File: config.mk
export PLATFORM = sky130hd
export DESIGN_NAME = basic_axi4_lite_master
export DESIGN_NICKNAME = d
export VERILOG_FILES = /design/src/rtl/basic_axi4_lite_master.sv
export SDC_FILE = /design/constraint.sdc
export NUM_CORES = 1
export LEC_CHECK = 0
export BUFFER_PORTS_ARGS = -buffer_cell sky130_fd_sc_hd__buf_2
export CAP_MARGIN = 30
export CORE_ASPECT_RATIO = 1.4
export CORE_UTILIZATION = 23
export CTS_BUF_LIST = sky130_fd_sc_hd__clkbuf_4
export CTS_CLUSTER_DIAMETER = 60
export DETAILED_ROUTE_END_ITERATION = 6
export PLACE_DENSITY = 0.45
export SLEW_MARGIN = 15
export SYNTH_ARGS = -nofsm -noshare
export SYNTH_HDL_FRONTEND = slang
export SYNTH_SLANG_ARGS = --single-unit
export TNS_END_PERCENT = 100
File: constraint.sdc
create_clock -name i_ACLK -period 1.8 [get_ports i_ACLK]
set_input_delay 0.36 -clock i_ACLK [delete_from_list [all_inputs] [get_ports i_ACLK]]
set_output_delay 0.36 -clock i_ACLK [all_outputs]
set_load 0.01 [all_outputs]
File: src/rtl/basic_axi4_lite_master.sv
// rtl/basic_axi4_lite_master.sv - AXI4-Lite single-outstanding initiator bridging user commands to AW/W/B and AR/R
// Optional watchdog abort is compiled in with AXI4L_MASTER_TIMEOUT_EN.

module basic_axi4_lite_master #(
  parameter int p_ADDRESS_WIDTH = 2,
  parameter int p_DATA_WIDTH    = 8,
`ifdef AXI4L_MASTER_TIMEOUT_EN
  parameter int p_TIMEOUT_CYCLES = 16,
`endif
  localparam int lp_STROBE_WIDTH = (p_DATA_WIDTH >= 8) ? (p_DATA_WIDTH / 8) : 1
) (
  input  logic                       i_ACLK,
  input  logic                       i_ARESETN,
  input  logic                       i_CMD_VALID,
  output logic                       o_CMD_READY,
  input  logic                       i_CMD_WRITE,
  input  logic [p_ADDRESS_WIDTH-1:0] i_CMD_ADDR,
  input  logic [p_DATA_WIDTH-1:0]    i_CMD_WDATA,
  input  logic [lp_STROBE_WIDTH-1:0] i_CMD_WSTRB,
  input  logic [2:0]                 i_CMD_PROT,
  output logic                       o_RSP_VALID,
  input  logic                       i_RSP_READY,
  output logic                       o_RSP_WRITE,
  output logic [1:0]                 o_RSP_RESP,
  output logic [p_DATA_WIDTH-1:0]    o_RSP_RDATA,
  output logic [p_ADDRESS_WIDTH-1:0] o_M_AWADDR,
  output logic [2:0]                 o_M_AWPROT,
  output logic                       o_M_AWVALID,
  input  logic                       i_S_AWREADY,
  output logic [p_DATA_WIDTH-1:0]    o_M_WDATA,
  output logic [lp_STROBE_WIDTH-1:0] o_M_WSTRB,
  output logic                       o_M_WVALID,
  input  logic                       i_S_WREADY,
  input  logic [1:0]                 i_S_BRESP,
  input  logic                       i_S_BVALID,
  output logic                       o_M_BREADY,
  output logic [p_ADDRESS_WIDTH-1:0] o_M_ARADDR,
  output logic [2:0]                 o_M_ARPROT,
  output logic                       o_M_ARVALID,
  input  logic                       i_S_ARREADY,
  input  logic [p_DATA_WIDTH-1:0]    i_S_RDATA,
  input  logic [1:0]                 i_S_RRESP,
  input  logic                       i_S_RVALID,
  output logic                       o_M_RREADY
);

  typedef enum logic [2:0] {
    S_IDLE,
    S_WR_ADDR_DATA,
    S_WR_RESP,
    S_RD_ADDR,
    S_RD_DATA,
    S_RESPOND
  } state_t;

  state_t                     state_q, state_d;
  logic                       aw_pend_q, aw_pend_d;
  logic                       w_pend_q, w_pend_d;
  logic                       is_write_q, is_write_d;
  logic [p_ADDRESS_WIDTH-1:0] addr_q, addr_d;
  logic [p_DATA_WIDTH-1:0]    wdata_q, wdata_d;
  logic [lp_STROBE_WIDTH-1:0] wstrb_q, wstrb_d;
  logic [2:0]                 prot_q, prot_d;
  logic                       rsp_write_q, rsp_write_d;
  logic [1:0]                 rsp_resp_q, rsp_resp_d;
  logic [p_DATA_WIDTH-1:0]    rsp_rdata_q, rsp_rdata_d;
  logic                       tmo_hit;

`ifdef AXI4L_MASTER_TIMEOUT_EN
  logic [15:0] tmo_cnt_q;
  logic        waiting;

  assign waiting = (state_q != S_IDLE) && (state_q != S_RESPOND);
  assign tmo_hit = waiting && (tmo_cnt_q == 16'(p_TIMEOUT_CYCLES - 1));

  always_ff @(posedge i_ACLK or negedge i_ARESETN) begin
    if (!i_ARESETN) begin
      tmo_cnt_q <= 16'd0;
    end else if (state_d != state_q) begin
      tmo_cnt_q <= 16'd0;
    end else if (waiting) begin
      tmo_cnt_q <= tmo_cnt_q + 16'd1;
    end
  end
`else
  assign tmo_hit = 1'b0;
`endif

  always_ff @(posedge i_ACLK or negedge i_ARESETN) begin
    if (!i_ARESETN) begin
      state_q     <= S_IDLE;
      aw_pend_q   <= 1'b0;
      w_pend_q    <= 1'b0;
      is_write_q  <= 1'b0;
      addr_q      <= '0;
      wdata_q     <= '0;
      wstrb_q     <= '0;
      prot_q      <= 3'd0;
      rsp_write_q <= 1'b0;
      rsp_resp_q  <= 2'd0;
      rsp_rdata_q <= '0;
    end else begin
      state_q     <= state_d;
      aw_pend_q   <= aw_pend_d;
      w_pend_q    <= w_pend_d;
      is_write_q  <= is_write_d;
      addr_q      <= addr_d;
      wdata_q     <= wdata_d;
      wstrb_q     <= wstrb_d;
      prot_q      <= prot_d;
      rsp_write_q <= rsp_write_d;
      rsp_resp_q  <= rsp_resp_d;
      rsp_rdata_q <= rsp_rdata_d;
    end
  end

  always_comb begin
    state_d     = state_q;
    aw_pend_d   = aw_pend_q;
    w_pend_d    = w_pend_q;
    is_write_d  = is_write_q;
    addr_d      = addr_q;
    wdata_d     = wdata_q;
    wstrb_d     = wstrb_q;
    prot_d      = prot_q;
    rsp_write_d = rsp_write_q;
    rsp_resp_d  = rsp_resp_q;
    rsp_rdata_d = rsp_rdata_q;

    case (state_q)
      S_IDLE: begin
        if (i_CMD_VALID) begin
          is_write_d = i_CMD_WRITE;
          addr_d     = i_CMD_ADDR;
          wdata_d    = i_CMD_WDATA;
          wstrb_d    = i_CMD_WSTRB;
          prot_d     = i_CMD_PROT;
          if (i_CMD_WRITE) begin
            state_d   = S_WR_ADDR_DATA;
            aw_pend_d = 1'b1;
            w_pend_d  = 1'b1;
          end else begin
            state_d = S_RD_ADDR;
          end
        end
      end
      S_WR_ADDR_DATA: begin
        // AW and W retire independently; leave only once both have handshaked.
        if (aw_pend_q && i_S_AWREADY) aw_pend_d = 1'b0;
        if (w_pend_q && i_S_WREADY) w_pend_d = 1'b0;
        if (!aw_pend_d && !w_pend_d) state_d = S_WR_RESP;
      end
      S_WR_RESP: begin
        if (i_S_BVALID) begin
          rsp_write_d = 1'b1;
          rsp_resp_d  = i_S_BRESP;
          rsp_rdata_d = '0;
          state_d     = S_RESPOND;
        end
      end
      S_RD_ADDR: begin
        if (i_S_ARREADY) state_d = S_RD_DATA;
      end
      S_RD_DATA: begin
        if (i_S_RVALID) begin
          rsp_write_d = 1'b0;
          rsp_resp_d  = i_S_RRESP;
          rsp_rdata_d = i_S_RDATA;
          state_d     = S_RESPOND;
        end
      end
      S_RESPOND: begin
        if (i_RSP_READY) state_d = S_IDLE;
      end
      default: state_d = S_IDLE;
    endcase

    // Watchdog abort overrides whatever the slave did this cycle.
    if (tmo_hit) begin
      state_d     = S_RESPOND;
      aw_pend_d   = 1'b0;
      w_pend_d    = 1'b0;
      rsp_write_d = is_write_q;
      rsp_resp_d  = 2'b10;
      rsp_rdata_d = '0;
    end
  end

  // Every VALID/READY is a decode of registered state, never of a READY input.
  assign o_CMD_READY = (state_q == S_IDLE);
  assign o_M_AWVALID = aw_pend_q;
  assign o_M_WVALID  = w_pend_q;
  assign o_M_BREADY  = (state_q == S_WR_RESP);
  assign o_M_ARVALID = (state_q == S_RD_ADDR);
  assign o_M_RREADY  = (state_q == S_RD_DATA);
  assign o_RSP_VALID = (state_q == S_RESPOND);

  assign o_M_AWADDR  = addr_q;
  assign o_M_AWPROT  = prot_q;
  assign o_M_WDATA   = wdata_q;
  assign o_M_WSTRB   = wstrb_q;
  assign o_M_ARADDR  = addr_q;
  assign o_M_ARPROT  = prot_q;
  assign o_RSP_WRITE = rsp_write_q;
  assign o_RSP_RESP  = rsp_resp_q;
  assign o_RSP_RDATA = rsp_rdata_q;

endmodule

==> qor.txt <==
CLOCK NETWORK
----------------------------------------------------------------------------------
CTS max path bufs                                                                2
CTS H-Tree Depth                                                                 2
Cell at the root of the clock tree                                        clkbuf_4
TritonCTS clock tree                                                          done
Number of hold buffers added after cts                                           0
Clock latency reported for the late side of the worst-skew pair            0.32 ns
Clock buffers created by TritonCTS                                               5
Number of clock sinks                                                           30
CTS clk-pin slew, worst paths                                              0.09 ns

STA
----------------------------------------------------------------------------------
Period utilisation layout                                                   95.68%
Pin slew with the least headroom to its limit                            0.6811 ns
Slew Limit Headroom                                                         54.60%
Max-slew violation total from the final report                                   0
Max Fclk                                                                 580.6 MHz
Shortest clock period the worst path allows after layout                  1.722 ns
Unrepaired setup endpoints after global routing                              false
Count of endpoints failing hold in the final timing report                       0
Fin Clk Skew                                                           0.009058 ns
Final setup violation count                                                      0
Setup TNS                                                                     0 ns

SYNTH
----------------------------------------------------------------------------------
Sequential cell area fraction in the yosys report                           52.45%
Number of library cell types mapped by synthesis                                28
Post-synth EDFFs                                                                 0
Instance count of the mapped netlist                                           111
Post-Synthesis Cell Area                                                 1431 um^2
Top cell type's share of synthesized area                                   52.45%
Most used flip-flop cell after synthesis                                   dfrtp_1
Flip-flop and latch count after synthesis                                       30
Syn avg cell area                                                       12.90 um^2
Most repeated cell in the gate-level netlist after synthesis               dfrtp_1
Largest area contributor in the netlist                                    dfrtp_1
Share of async-settable or async-resettable flops after synthesis           100.0%
Top cells by area in the synthesized netlist                          dfrtp_1 52%, mux2_1 14%, a22o_1 4.9%
Most frequent cells after synthesis                                   30 x dfrtp_1, 18 x mux2_1, 9 x buf_4, 8 x a22o_1, 8 x nand2_1
Warnings, synthesis                                                              0
Nets in the synthesized netlist                                                147

FLOORPLANNING
----------------------------------------------------------------------------------
Area of the core region                                                  5946 um^2
Die H                                                                     95.34 um
Overall die area                                                         6547 um^2
I/O pin total                                                                   73
Width of the chip                                                         68.67 um
Standard-cell row count                                                         33
Effective utilization at floorplan                                          24.07%

PLACE
----------------------------------------------------------------------------------
DP Area                                                                  1839 um^2
RePlAce Congestion                                                          0.7530
Count of buffers from port buffering                                            72
Placed wire-length estimate                                               2.446 mm

ROUTING
----------------------------------------------------------------------------------
Detailed Routing Iterations Pass 1                                               4
Length of routed met3 wiring                                                171 um
Initial DRC Count                                                               12
Wirelength, routed                                                        3.162 mm
Top routing layer used                                                        met4
Via density per instance                                                     4.153
Remaining design rule violation count                                            0
Detailed-route wire length on metal 1                                     1.264 mm
Detail Route Antenna Nets                                                        0
Vias                                                                          1084
Routed wire length on met2                                                1.651 mm
Routed wirelength normalized by instance count                            12.11 um

SETUP PATH
----------------------------------------------------------------------------------
Data arrival, critical path                                                1.36 ns
Maximum fanout count along the critical path                                     6
Endpoint required time on the critical path                                1.44 ns
Worst setup startpoint                                                  state_q[2]
Startpoint types                                                          register
Class of the most critical setup path                                 register to output pin
Endpoint kind of the worst setup timing path                            output pin
Crit Reg-Reg Startpoint                                                 state_q[0]

FINISH
----------------------------------------------------------------------------------
Summed area of non-filler cells in the final layout                      1947 um^2
Share of final-layout standard cells stronger than drive strength 1         56.54%
Area delta synth->final                                                     36.01%
Net count, final                                                               227
Diodes inserted                                                                  0

GLOBAL ROUTE
----------------------------------------------------------------------------------
Global router's overall resource usage                                      10.44%
Number of global-route vias before repair                                      988
Largest net degree at the start of global routing                               31
Overflow after GRT                                                               0
Number of antenna violations at the first check in global routing                0
First-pass GRT wire length                                                4.809 mm

RUN STATUS
----------------------------------------------------------------------------------
Outcome                                                               complete, no violations

FLOW RUN
----------------------------------------------------------------------------------
Count of max-cap constraint violations                                           0

POWER
----------------------------------------------------------------------------------
Power Density                                                         1721 nW/um^2
Worst supply voltage drop on vdd                                         0.5845 mV
Leakage power summed over all cells                                       1.012 nW

HOLD PATH
----------------------------------------------------------------------------------
Class of the tightest hold or removal check                           primary input to async pin

registers in the layout, indices dropped and copies added, names as in the netlist:
register / flops
state_q: 3
o_M_WDATA: 8
o_M_ARADDR: 2
o_M_ARPROT: 3
o_RSP_RDATA: 8
o_M_WSTRB: 1
o_M_WVALID: 1
o_RSP_WRITE: 1
o_RSP_RESP: 2
o_M_AWVALID: 1
cell type report:
class	instances	area (um^2)
fillers	660	3999
flip-flops and latches	30	753.2
multi-input cells	64	560.5
repair buffers	86	478.0
well taps	70	87.58
clock buffers	7	52.55
inverters	4	15.01
worst max-delay path, cell delays in order, from the launching register on:
cell and delay, ns:
dfrtp_2 0.46, nand2b_4 0.15, or2_1 0.25, inv_1 0.06, buf_2 0.12
timing repair:
| action | CTS | global route |
|---|---|---|
| resized for setup | 2 | 1 |
| pin swaps | 0 | 1 |
| setup buffers | 1 | 5 |
| setup endpoints to repair | 3 | 3 |
placed cells by master (no fill, tap or decap), drive strengths merged, types with 3 or more instances in the layout:
master   n
clkbuf   7
buf     86
nand2    8
o21ai    4
nor2     7
mux2    20
inv      4
a22o     8
and2     3
dfrtp   30
power breakdown:
group | switching [mW] | internal, mW
registers | 0.184 | 1.01
clock network | 0.219 | 0.177
logic | 0.848 | 0.912
total | 1.25 | 2.10
per-stage QoR:
step	total power [mW]	hold slack [ns]	std cells	setup slack, ns	utilization (%)
after floorplan	2.345	0.06441	111	0.1812	-
after global placement	2.888	0.4639	248	0.1456	30.93
after detailed placement	2.896	0.4623	248	0.1080	30.93
after CTS	3.328	0.09211	256	0.01171	31.99
after global routing	3.651	0.1070	261	0.009399	32.74
final	3.352	0.05959	261	0.07772	32.74
kinds of logic (layout without fill, tap and decap cells):
kind of cell	Yosys count	in the layout	share of synthesized area [%]
and+or+nand+nor	26	26	11.71
buffers and inverters	17	97	8.915
DFF	30	30	52.45
AOI/OAI and AO/OA	18	18	10.93
muxes	20	20	16.00
path summary, 6_finish.rpt:
kind | endpoint | slack, ns | depth (start not counted)
worst min-delay path | o_M_WDATA[6] | 0.06 | 1
max in group asynchronous | state_q[1] | 1.26 | 1
min in group i_ACLK | o_M_ARPROT[1] | 0.24 | 2
worst max register to register | o_M_ARPROT[2] | 0.16 | 6
worst min register to register | o_M_WDATA[7] | 0.49 | 1
worst max-delay path | o_M_ARVALID | 0.08 | 4
per-layer routing:
metal	global-route usage (%)	vias up
met2	17.08	31
met4	5.729	0
met1	11.60	508
met5	0	-
met3	3.469	6
li1	-	539
Note: power is estimated with default switching activity, not from simulation.
